### src/rtl/ternary_pkg.sv
// Package: ternary_pkg
// Shared constants for the ternary word sequencer and its op lane.
//   OP_*  : opcode encodings sampled at accept
//   T*    : trit codes, trit = {x1, x0}; T_ILL is the unused {1,1} code
//   seq_state_t : sequencer FSM states
package ternary_pkg;

    localparam logic [1:0] OP_MIN  = 2'b00;
    localparam logic [1:0] OP_MAX  = 2'b01;
    localparam logic [1:0] OP_ANY  = 2'b10;
    localparam logic [1:0] OP_CONS = 2'b11;

    localparam logic [1:0] T0    = 2'b00;
    localparam logic [1:0] T1    = 2'b01;
    localparam logic [1:0] T2    = 2'b10;
    localparam logic [1:0] T_ILL = 2'b11;

    typedef enum logic [1:0] {
        ST_IDLE = 2'd0,
        ST_RUN  = 2'd1,
        ST_DONE = 2'd2
    } seq_state_t;

    function automatic logic is_illegal(input logic [1:0] t);
        return (t == T_ILL);
    endfunction

endpackage

### src/rtl/ternary_op_lane.sv
// Single-trit ternary cells and the op lane that muxes between them.
//   ternary_min/max/any/consensus : a0,a1,b0,b1 -> y0,y1 (one trit each)
//   ternary_op_lane               : a0,a1,b0,b1,op[1:0] -> out0,out1
// All combinational. Cells compare raw 2-bit codes, so an illegal {1,1}
// input simply behaves as the code value 3 -- deterministic, not flagged.

module ternary_min
    import ternary_pkg::*;
(
    input  logic a0,
    input  logic a1,
    input  logic b0,
    input  logic b1,
    output logic y0,
    output logic y1
);
    logic [1:0] a, b, y;
    assign a = {a1, a0};
    assign b = {b1, b0};
    assign y = (a < b) ? a : b;
    assign {y1, y0} = y;
endmodule

module ternary_max
    import ternary_pkg::*;
(
    input  logic a0,
    input  logic a1,
    input  logic b0,
    input  logic b1,
    output logic y0,
    output logic y1
);
    logic [1:0] a, b, y;
    assign a = {a1, a0};
    assign b = {b1, b0};
    assign y = (a > b) ? a : b;
    assign {y1, y0} = y;
endmodule

module ternary_any
    import ternary_pkg::*;
(
    input  logic a0,
    input  logic a1,
    input  logic b0,
    input  logic b1,
    output logic y0,
    output logic y1
);
    logic [2:0] s;
    logic [1:0] y;
    assign s = {1'b0, a1, a0} + {1'b0, b1, b0};
    // clamp(a+b-1, 0, 2) expressed directly on the sum
    assign y = (s <= 3'd1) ? T0 : ((s == 3'd2) ? T1 : T2);
    assign {y1, y0} = y;
endmodule

module ternary_consensus
    import ternary_pkg::*;
(
    input  logic a0,
    input  logic a1,
    input  logic b0,
    input  logic b1,
    output logic y0,
    output logic y1
);
    logic [1:0] a, b, y;
    assign a = {a1, a0};
    assign b = {b1, b0};
    assign y = ((a == b) && ((a == T0) || (a == T2))) ? a : T1;
    assign {y1, y0} = y;
endmodule

module ternary_op_lane
    import ternary_pkg::*;
(
    input  logic       a0,
    input  logic       a1,
    input  logic       b0,
    input  logic       b1,
    input  logic [1:0] op,
    output logic       out0,
    output logic       out1
);
    logic [1:0] y_min, y_max, y_any, y_cons;

    ternary_min       u_min  (.a0(a0), .a1(a1), .b0(b0), .b1(b1), .y0(y_min[0]),  .y1(y_min[1]));
    ternary_max       u_max  (.a0(a0), .a1(a1), .b0(b0), .b1(b1), .y0(y_max[0]),  .y1(y_max[1]));
    ternary_any       u_any  (.a0(a0), .a1(a1), .b0(b0), .b1(b1), .y0(y_any[0]),  .y1(y_any[1]));
    ternary_consensus u_cons (.a0(a0), .a1(a1), .b0(b0), .b1(b1), .y0(y_cons[0]), .y1(y_cons[1]));

    always_comb begin
        {out1, out0} = y_min;
        case (op)
            OP_MIN:  {out1, out0} = y_min;
            OP_MAX:  {out1, out0} = y_max;
            OP_ANY:  {out1, out0} = y_any;
            default: {out1, out0} = y_cons;
        endcase
    end
endmodule

### src/rtl/ternary_word_seq.sv
// Module: ternary_word_seq
// Bit-serial sequencer: accepts two TRITS-wide ternary operands and an
// opcode, feeds one trit per clock (LSB first) through a single shared
// ternary_op_lane, and returns the result word over valid/ready.
// Ports:
//   clk, rst_n            clock, asynchronous active-low reset
//   in_valid/in_ready     operand handshake (in_ready only in IDLE)
//   op[1:0]               opcode, sampled at accept
//   a0,a1,b0,b1[TRITS]    operands, trit i = {x1[i], x0[i]}
//   out_valid/out_ready   result handshake
//   r0,r1[TRITS]          result word
//   busy                  state != IDLE
//   err (optional)        illegal operand trit seen, valid with out_valid
// Optional feature macro: TERNARY_SEQ_CHECK_EN (adds err and illegal-trit
// masking; when undefined illegal trits flow through the lane untouched).
module ternary_word_seq
    import ternary_pkg::*;
#(
    parameter int TRITS = 8
) (
    input  logic             clk,
    input  logic             rst_n,
    input  logic             in_valid,
    output logic             in_ready,
    input  logic [1:0]       op,
    input  logic [TRITS-1:0] a0,
    input  logic [TRITS-1:0] a1,
    input  logic [TRITS-1:0] b0,
    input  logic [TRITS-1:0] b1,
    output logic             out_valid,
    input  logic             out_ready,
    output logic [TRITS-1:0] r0,
    output logic [TRITS-1:0] r1,
    output logic             busy
`ifdef TERNARY_SEQ_CHECK_EN
    ,
    output logic             err
`endif
);
    localparam int CNT_W = $clog2(TRITS);
    localparam logic [CNT_W-1:0] LAST = CNT_W'(TRITS - 1);

    seq_state_t       state_reg, state_next;
    logic [CNT_W-1:0] cnt_reg;
    logic [1:0]       op_reg;
    logic [TRITS-1:0] a0_reg, a1_reg, b0_reg, b1_reg;
    logic [TRITS-1:0] r0_reg, r1_reg;
    logic             lane_y0, lane_y1;
    logic             res_y0, res_y1;
    logic             accept;
    logic             last_trit;

    assign accept    = in_valid & in_ready;
    assign last_trit = (cnt_reg == LAST);

    ternary_op_lane u_lane (
        .a0  (a0_reg[0]),
        .a1  (a1_reg[0]),
        .b0  (b0_reg[0]),
        .b1  (b1_reg[0]),
        .op  (op_reg),
        .out0(lane_y0),
        .out1(lane_y1)
    );

`ifdef TERNARY_SEQ_CHECK_EN
    // Per-trit illegal flags are captured at accept and shifted alongside
    // the operands so each result trit knows whether to be forced to 0.
    logic [TRITS-1:0] ill_mask;
    logic [TRITS-1:0] mask_reg;
    logic             err_reg;

    for (genvar gi = 0; gi < TRITS; gi++) begin : g_ill
        assign ill_mask[gi] = is_illegal({a1[gi], a0[gi]}) | is_illegal({b1[gi], b0[gi]});
    end

    always_ff @(posedge clk or negedge rst_n) begin
        if (!rst_n) begin
            mask_reg <= '0;
            err_reg  <= 1'b0;
        end else if (state_reg == ST_IDLE) begin
            if (accept) begin
                mask_reg <= ill_mask;
                err_reg  <= |ill_mask;
            end
        end else if (state_reg == ST_RUN) begin
            mask_reg <= mask_reg >> 1;
        end
    end

    assign res_y0 = lane_y0 & ~mask_reg[0];
    assign res_y1 = lane_y1 & ~mask_reg[0];
    assign err    = err_reg & (state_reg == ST_DONE);
`else
    assign res_y0 = lane_y0;
    assign res_y1 = lane_y1;
`endif

    // State register
    always_ff @(posedge clk or negedge rst_n) begin
        if (!rst_n) state_reg <= ST_IDLE;
        else        state_reg <= state_next;
    end

    // Next-state logic
    always_comb begin
        state_next = state_reg;
        case (state_reg)
            ST_IDLE: if (in_valid)  state_next = ST_RUN;
            ST_RUN:  if (last_trit) state_next = ST_DONE;
            ST_DONE: if (out_ready) state_next = ST_IDLE;
            default: state_next = ST_IDLE;
        endcase
    end

    // Output logic
    always_comb begin
        in_ready  = 1'b0;
        out_valid = 1'b0;
        busy      = 1'b1;
        case (state_reg)
            ST_IDLE: begin
                in_ready = 1'b1;
                busy     = 1'b0;
            end
            ST_DONE: out_valid = 1'b1;
            default: ;
        endcase
    end

    // Datapath: operands shift right, result trits enter at the MSB so
    // that after TRITS shifts trit 0 has landed in bit 0.
    always_ff @(posedge clk or negedge rst_n) begin
        if (!rst_n) begin
            cnt_reg <= '0;
            op_reg  <= OP_MIN;
            a0_reg  <= '0;
            a1_reg  <= '0;
            b0_reg  <= '0;
            b1_reg  <= '0;
            r0_reg  <= '0;
            r1_reg  <= '0;
        end else begin
            case (state_reg)
                ST_IDLE: begin
                    if (accept) begin
                        a0_reg  <= a0;
                        a1_reg  <= a1;
                        b0_reg  <= b0;
                        b1_reg  <= b1;
                        op_reg  <= op;
                        cnt_reg <= '0;
                    end
                end
                ST_RUN: begin
                    a0_reg  <= a0_reg >> 1;
                    a1_reg  <= a1_reg >> 1;
                    b0_reg  <= b0_reg >> 1;
                    b1_reg  <= b1_reg >> 1;
                    r0_reg  <= {res_y0, r0_reg[TRITS-1:1]};
                    r1_reg  <= {res_y1, r1_reg[TRITS-1:1]};
                    cnt_reg <= last_trit ? '0 : cnt_reg + CNT_W'(1);
                end
                default: ;
            endcase
        end
    end

    assign r0 = r0_reg;
    assign r1 = r1_reg;

endmodule

### config.mk
export PLATFORM = sky130hd
export DESIGN_NAME = ternary_word_seq
export DESIGN_NICKNAME = d
export VERILOG_FILES = /design/src/rtl/ternary_pkg.sv /design/src/rtl/ternary_op_lane.sv /design/src/rtl/ternary_word_seq.sv
export SDC_FILE = /design/constraint.sdc
export NUM_CORES = 1
export LEC_CHECK = 0
export CAP_MARGIN = 10
export CORE_ASPECT_RATIO = 1.25
export CORE_MARGIN = 5
export CORE_UTILIZATION = 45
export CTS_CLUSTER_DIAMETER = 30
export DETAILED_ROUTE_END_ITERATION = 8
export PLACE_DENSITY = 0.78
export SLEW_MARGIN = 20
export SYNTH_ARGS = -nofsm -noshare
export SYNTH_HDL_FRONTEND = slang
export SYNTH_SLANG_ARGS = --single-unit
### constraint.sdc
create_clock -name clk -period 3.3 [get_ports clk]
set_input_delay 0.495 -clock clk [delete_from_list [all_inputs] [get_ports clk]]
set_output_delay 0.495 -clock clk [all_outputs]
set_load 0.02 [all_outputs]
==> flow_metrics.py, run 1 <==
metrics = {
    "place": {
        "port_buffers": 56,
        "dp_hpwl_um": 3960,
        "place_congestion": 0.859,
        "place_ws_ns": 1.02,
        "placed_cells": 412,
    },
    "timing": {
        "clock.fmax_mhz": 461,
        "setup_violations": 0,
        "tns_ns": 0,
        "whs_ns": 0.169,
        "worst_pin_slew_ns": 0.919,
        "max-slew-margin-rel_pct": 38.6,
        "slew_violations": 0,
        "post-route-min-period_ns": 2.17,
        "clock_skew_ns": 0.00375,
        "fin_ws_ns": 1.13,
        "period_share_pct": 65.7,
        "rsz0062_at_grt": "false",
        "hold_violations": 0,
    },
    "logic_synthesis": {
        "synth_edf_count": 0,
        "syn_inst": 303,
        "synth_seq_cells": 55,
        "synth_warnings": 0,
        "yosys_most_used_dff": "dfrtp_1",
        "synth_fp_nets": 348,
        "synthDistinctLibCells": 33,
        "synth_area_per_cell_um2": 8.56,
        "synth_area_um2": 2590,
        "ys_seq_area_share_pct": 53.1,
        "async_reset_ff_share_pct": 100,
    },
    "drt": {
        "wl_um": 5490,
        "drtIter0Drc": 168,
        "drc": 0,
        "dr.pass1.iters": 4,
        "ant_nets": 0,
        "vias": 2230,
        "post_drt_via_cell_ratio": 5.32,
        "wl_per_cell_um": 13.1,
    },
    "power_and_ir_drop": {
        "ir_drop_mv": 0.467,
        "power_leakage_nw": 1.52,
        "power.density_nw_per_um2": 1000,
    },
    "floorplan": {
        "fp-row-count": 31,
        "coreArea_um2": 5700,
        "dieArea_um2": 7390,
        "pin_count": 57,
        "die_h_um": 94.9,
        "fp.dieW_um": 77.9,
        "initial_core_util_pct": 45.5,
    },
    "clock_tree": {
        "cts_made_buffers": 5,
        "ctsHoldBuffers": 0,
        "root_buffer": "clkbuf_8",
        "clockBufferDepth": 2,
        "cts_resized": 0,
        "cts_tree": "done",
        "worstSkewPairLatency_ns": 0.30,
        "cts_setup_buffers": 0,
        "clkTransAtPathRegs_ns": 0.09,
        "cts.sinks": 55,
        "cts_htree_levels": 2,
    },
    "worst_setup_path": {
        "cp-start-kind": "flip-flop",
        "r2r-start": "state_reg[0]",
        "cp_num_buf_inv": 1,
        "cpLargestDelayFamily": "buffers and inverters",
        "cp-startpoint": "state_reg[1]",
        "crit_required_ns": 2.80,
        "arrival_ns": 1.67,
        "end_kind": "output port",
        "crit_chain": "nor2b_1, clkdlybuf4s50_1",
        "crit_type": "flip-flop to output port",
        "crit_fanout": 6,
        "max_stage_delay_ns": 0.64,
        "slowest_stage": "clkdlybuf4s50_1",
    },
    "flow_run": {
        "drv_cap": 0,
    },
    "grt": {
        "grt_max_degree": 63,
        "grt_usage_pct": 15.3,
        "antenna_found_initial": 0,
        "grt_pass1_vias": 2082,
        "overflow": 0,
        "grt_first_pass_wirelength_um": 9290,
    },
    "cells_and_area": {
        "area_growth_pct": 27.4,
        "final_nets": 398,
        "register_area_um2": 1380,
        "final_cells": 419,
        "n_antenna_cell": 0,
        "final_core_util_pct": 58.0,
        "drive_gt1_share_pct": 4.82,
        "nFillCells": 512,
        "multi_input_area_um2": 1120,
    },
    "status": {
        "status": "complete, no violations",
    },
    "min_path": {
        "min_path_type": "input pin to async pin",
    },
}
==> metrics by stage <==
stage               power (mW)  cell area, um^2
finish                    3.31             3300
global placement          2.84             3190
detailed placement        2.90             3190
floorplan                 2.39             2590
CTS                       3.34             3300
global route              3.60             3300
==> per-layer routing <==
layer / part of all wire (%) / GRT usage (%) / vias to the layer above
met5: 0 / 0 / -
met4: 1.7 / 6.20 / 0
li1: - / - / 1096
met3: 4.4 / 2.86 / 7
met2: 50 / 26.0 / 54
met1: 44 / 19.1 / 1073
==> cell usage in the layout (no fill, tap or decap), types with 2 or more instances in the layout <==
master / count
nor2_1: 30
a31oi_1: 26
nor2b_1: 4
nand2_1: 119
clkdlybuf4s50_1: 55
o21ai_1: 10
nand3_1: 2
clkbuf_8: 5
inv_1: 6
mux2i_1: 2
ha_1: 6
dfrtp_1: 55
buf_4: 6
a21oi_1: 4
o21ai_0: 2
==> cells in the mapped netlist, types with 2 or more instances <==
| cell type | instances | area (um^2) |
|---|---|---|
| nand3_1 | 2 | 10.0 |
| nor2b_1 | 5 | 31.3 |
| mux2i_1 | 2 | 20.0 |
| clkbuf_1 | 2 | 7.51 |
| buf_2 | 15 | 75.1 |
| dfrtp_1 | 55 | 1380 |
| a31oi_1 | 26 | 163 |
| o21ai_1 | 10 | 50.1 |
| ha_1 | 6 | 75.1 |
| inv_1 | 6 | 22.5 |
| nand2_1 | 119 | 447 |
| o21ai_0 | 2 | 10.0 |
| a21oi_1 | 4 | 20.0 |
| nor2_1 | 30 | 113 |
==> power breakdown <==
part	leakage, nW	switching [mW]	internal, mW
combinational	0.804	0.924	0.710
sequential	0.663	0.234	1.00
clock	0.0502	0.214	0.222
total	1.52	1.37	1.93
==> kinds of logic (layout without fill, tap and decap cells) <==
family / after synthesis / count (layout) / share of synthesized area (%)
AND/OR/NAND/NOR: 163 / 163 / 25.7
multiplexers: 2 / 2 / 0.772
adder cells (fa/ha/maj): 7 / 7 / 3.67
AO/OA/AOI/OAI: 52 / 52 / 12.5
flip-flops: 55 / 55 / 53.1
buffers and inverters: 24 / 74 / 4.34
==> layout make-up <==
type,count,share of cell area [%]
timing repair buffer,61,18.0
clock inverter,2,1.14
sequential,55,41.7
tap,66,2.50
inverter,6,0.682
multi-input combinational,224,33.9
clock buffer,5,2.08
==> path summary, 6_finish.rpt <==
kind | endpoint | slack [ns] | depth (start not counted)
min in group clk | r1[0] | 0.49 | 2
min reg2reg | r1[0] | 0.49 | 2
max reg2reg | r1[7] | 1.47 | 4
max | out_valid | 1.13 | 2
max in group asynchronous | r1[2] | 2.55 | 2
min | r0[6] | 0.17 | 1
Note: power is estimated with default switching activity, not from simulation.
==> run 2: changes to the inputs <==
==> constraint.sdc (replaced) <==
create_clock -name clk -period 2.26 [get_ports clk]
set_input_delay 0.339 -clock clk [delete_from_list [all_inputs] [get_ports clk]]
set_output_delay 0.339 -clock clk [all_outputs]
set_load 0.02 [all_outputs]
==> flow_metrics.py, run 2 (synthesis gave the netlist of run 1 again) <==
metrics = {
    "timing": {
        "period_share_pct": 89.8,
        "worst_pin_slew_ns": 0.558,
        "post-route-min-period_ns": 2.03,
        "clock.fmax_mhz": 493,
        "max-slew-margin-rel_pct": 62.8,
        "rsz0062_at_grt": "false",
        "slew_violations": 0,
        "hold_violations": 0,
        "whs_ns": 0.00609,
        "setup_violations": 0,
        "tns_ns": 0,
        "clock_skew_ns": 0.00562,
        "fin_ws_ns": 0.230,
    },
    "cells_and_area": {
        "final_cell_mix": "119 x nand2_1, 55 x dfrtp_1, 55 x clkdlybuf4s50_1",
        "layout_commonest_cell": "nand2_1",
        "final_cells": 423,
        "drive_gt1_share_pct": 5.88,
        "area_growth_pct": 28.2,
        "final_core_util_pct": 58.3,
        "final_nets": 401,
        "nFillCells": 519,
        "n_antenna_cell": 0,
        "final_area_um2": 3330,
    },
    "power_and_ir_drop": {
        "total_power_mw": 4.78,
        "power_leakage_nw": 1.54,
        "power.density_nw_per_um2": 1440,
        "ir_drop_mv": 0.638,
    },
    "place": {
        "placed_cells": 415,
        "port_buffers": 56,
        "dpl_cell_area_um2": 3240,
        "place_congestion": 0.844,
        "place_ws_ns": 0.450,
        "dp_hpwl_um": 3940,
    },
    "floorplan": {
        "fp.dieW_um": 77.9,
        "coreArea_um2": 5700,
        "pin_count": 57,
        "dieArea_um2": 7390,
        "die_h_um": 94.9,
        "initial_core_util_pct": 45.5,
        "fp-row-count": 31,
    },
    "drt": {
        "drtIter0Drc": 126,
        "ant_nets": 0,
        "dr.pass1.iters": 4,
        "drc": 0,
        "wl_per_cell_um": 12.9,
        "vias": 2226,
        "post_drt_via_cell_ratio": 5.26,
        "wl_um": 5450,
    },
    "clock_tree": {
        "cts_htree_levels": 2,
        "cts.sinks": 55,
        "cts_made_buffers": 5,
        "clkTransAtPathRegs_ns": 0.10,
        "root_buffer": "clkbuf_8",
        "cts_setup_buffers": 0,
        "ctsHoldBuffers": 0,
        "worstSkewPairLatency_ns": 0.31,
        "clockBufferDepth": 2,
        "cts_tree": "done",
        "cts_resized": 0,
    },
    "grt": {
        "antenna_found_initial": 0,
        "grt_first_pass_wirelength_um": 9220,
        "grt_usage_pct": 15.4,
        "grt_pass1_vias": 2101,
        "grt_max_degree": 39,
        "overflow": 0,
    },
    "worst_setup_path": {
        "end_kind": "output port",
        "crit_type": "flip-flop to output port",
        "reg2regPathDepth": 7,
        "crit_required_ns": 1.92,
        "crit_fanout": 6,
        "cp-start-kind": "flip-flop",
        "arrival_ns": 1.69,
    },
    "status": {
        "status": "complete, no violations",
    },
    "min_path": {
        "min_path_type": "input pin to async pin",
    },
    "flow_run": {
        "drv_cap": 0,
    },
}
==> run 2: cell types whose count changed in the layout (fill, tap and decap cells not counted), sizes merged <==
cell / delta
buf: +3
bufinv: -1
clkinvlp: -1
clkinv: +2
inv: +1
==> run 2: path summary, 6_finish.rpt <==
| check | start | endpoint | slack [ns] |
|---|---|---|---|
| max in group asynchronous | rst_n | r1[1] | 1.71 |
| min reg2reg | b1_reg[1] | b1_reg[0] | 0.48 |
| min | rst_n | op_reg[1] | 0.006 |
| max reg2reg | b0_reg[0] | r1[7] | 0.43 |
| min in group clk | b1_reg[1] | b1_reg[0] | 0.48 |
| max | state_reg[1] | out_valid | 0.23 |
==> run 2: final cells by class <==
type	count	area, um^2	area share (%)
Sequential cell	55	1380	41.4
Multi-Input combinational cell	224	1120	33.6
Timing Repair Buffer	64	641	19.3
Tap cell	66	82.6	2.48
Clock buffer	5	68.8	2.07
Inverter	6	22.5	0.677
Clock inverter	3	18.8	0.564
==> run 2: power breakdown <==
group          total [mW]  switching, mW  internal, mW  leakage (nW)
Combinational        2.44           1.36          1.08         0.824
Sequential           1.80          0.339          1.46         0.663
Clock               0.539          0.320         0.219        0.0483
==> run 2: layer usage <==
layer / vias up / global-route usage (%) / share of wire (%)
met2: 66 / 27.3 / 50
met4: 0 / 6.48 / 1.9
met3: 10 / 2.86 / 6.8
met1: 1049 / 18.3 / 41
li1: 1101 / - / -
met5: - / 0 / 0
==> run 2: worst max-delay path: stages (launching register included) <==
cell	delay (ns)
dfrtp_1	0.49
nor2b_1	0.25
clkdlybuf4s50_1	0.64
==> run 3: changes to the inputs <==
--- a/config.mk
+++ b/config.mk
@@ -11,7 +11,7 @@
 export CORE_UTILIZATION = 45
 export CTS_CLUSTER_DIAMETER = 30
 export DETAILED_ROUTE_END_ITERATION = 8
-export PLACE_DENSITY = 0.78
+export PLACE_DENSITY = 0.72
 export SLEW_MARGIN = 20
 export SYNTH_ARGS = -nofsm -noshare
 export SYNTH_HDL_FRONTEND = slang
==> flow_metrics.py, run 3 (synthesis gave the netlist of run 1 again) <==
metrics = {
    "floorplan": {
        "dieArea_um2": 7390,
        "fp.dieW_um": 77.9,
        "die_h_um": 94.9,
        "initial_core_util_pct": 45.5,
        "coreArea_um2": 5700,
        "fp-row-count": 31,
        "pin_count": 57,
    },
    "grt": {
        "overflow": 0,
        "grt_pass1_vias": 2087,
        "grt_first_pass_wirelength_um": 9670,
        "antenna_found_initial": 0,
        "grt_usage_pct": 16.1,
        "grt_max_degree": 44,
    },
    "cells_and_area": {
        "final_nets": 399,
        "n_antenna_cell": 0,
        "final_cell_mix": "119 x nand2_1, 55 x dfrtp_1, 55 x clkdlybuf4s50_1",
        "nFillCells": 550,
        "drive_gt1_share_pct": 5.07,
        "final_core_util_pct": 58.4,
        "layout_commonest_cell": "nand2_1",
        "final_cells": 421,
        "area_growth_pct": 28.4,
    },
    "place": {
        "port_buffers": 56,
        "place_congestion": 0.879,
        "dp_hpwl_um": 3950,
        "placed_cells": 413,
    },
    "worst_setup_path": {
        "timing.rr.end": "r1[7]",
        "arrival_ns": 1.63,
        "reg2regPathDepth": 7,
        "r2r_slack_ns": 0.45,
        "r2r-start": "b0_reg[0]",
        "end_kind": "output port",
        "cp-start-kind": "flip-flop",
        "crit_type": "flip-flop to output port",
        "crit_fanout": 6,
        "crit_required_ns": 1.92,
    },
    "drt": {
        "wl_um": 5670,
        "wl_per_cell_um": 13.5,
        "drtIter0Drc": 124,
        "dr.pass1.iters": 4,
        "drc": 0,
        "ant_nets": 0,
        "vias": 2200,
        "post_drt_via_cell_ratio": 5.23,
    },
    "status": {
        "status": "complete, no violations",
    },
    "clock_tree": {
        "cts_setup_buffers": 0,
        "clkTransAtPathRegs_ns": 0.10,
        "clockBufferDepth": 2,
        "worstSkewPairLatency_ns": 0.31,
        "cts_tree": "done",
        "cts_htree_levels": 2,
        "root_buffer": "clkbuf_8",
        "cts_resized": 0,
        "ctsHoldBuffers": 0,
        "cts.sinks": 55,
        "cts_made_buffers": 5,
    },
    "power_and_ir_drop": {
        "power_switching_share_pct": 42.0,
        "switchingPower_mw": 2.02,
        "clock_power_share_pct": 11.7,
        "power.density_nw_per_um2": 1450,
        "p_seq_share_pct": 37.2,
        "p_comb_share_pct": 51.1,
        "ir_drop_mv": 0.664,
        "power_leakage_nw": 1.53,
        "cell_internal_pwr_mw": 2.80,
    },
    "timing": {
        "rsz0062_at_grt": "false",
        "clock.fmax_mhz": 507,
        "setup_violations": 0,
        "worst_pin_slew_ns": 0.612,
        "hold_violations": 0,
        "slew_violations": 0,
        "tns_ns": 0,
        "period_share_pct": 87.2,
        "post-route-min-period_ns": 1.97,
        "max-slew-margin-rel_pct": 59.2,
        "clock_skew_ns": 0.00980,
    },
    "flow_run": {
        "drv_cap": 0,
    },
    "min_path": {
        "min_path_type": "input pin to async pin",
    },
}
run 3: cell count changes in the layout (fill, tap and decap cells not counted), sizes merged:
cell    change
clkbuf      +2
inv         -1
buf         -2
clkinv      -1
run 3: metal layers:
metal	routed length, um	up-vias	track usage [%]
met5	0	-	0
met4	65	0	5.07
met3	286	7	3.34
met2	2750	56	26.5
met1	2570	1037	21.4
li1	-	1100	-
run 3: final cells by class:
class | count | area, um^2 | share of cell area [%]
inverter | 6 | 22.5 | 0.676
multi-input combinational | 224 | 1120 | 33.5
timing repair buffer | 62 | 638 | 19.2
clock buffer | 7 | 86.3 | 2.59
clock inverter | 1 | 8.76 | 0.263
tap | 66 | 82.6 | 2.48
sequential | 55 | 1380 | 41.3
run 3: worst max-delay path by stage:
stage	start	to	slack (ns)	cells past startpoint
floorplan	b0_reg[0]	r1[7]	0.57	7
global placement	b0_reg[0]	r1[7]	0.52	7
detailed placement	a0_reg[0]	r1[7]	0.46	7
CTS	state_reg[1]	in_ready	0.26	2
global route	state_reg[1]	in_ready	0.22	2
finish	state_reg[1]	out_valid	0.29	2
run 3: power groups by stage:
stage / Sequential (mW) / Clock (mW) / Combinational, mW
after global routing: 1.86 / 0.617 / 2.80
final: 1.79 / 0.563 / 2.47
after floorplan: 1.90 / 0 / 1.59
after detailed placement: 1.82 / 0 / 2.47
after global placement: 1.80 / 0 / 2.42
after CTS: 1.80 / 0.580 / 2.49
run 3: worst max-delay path, cell delays in order (launching register included):
cell             delay (ns)
dfrtp_1                0.47
nor2b_1                0.23
clkdlybuf4s50_1        0.64
run 3: through the flow:
stage	cell area [um^2]	power (mW)	setup WS (ns)	hold WS (ns)
global route	3330	5.27	0.218	0.0724
global placement	3240	4.22	0.521	0.384
finish	3330	4.82	0.288	0.0384
CTS	3330	4.87	0.261	0.0472
floorplan	2590	3.48	0.575	0.0434
detailed placement	3240	4.29	0.464	0.390
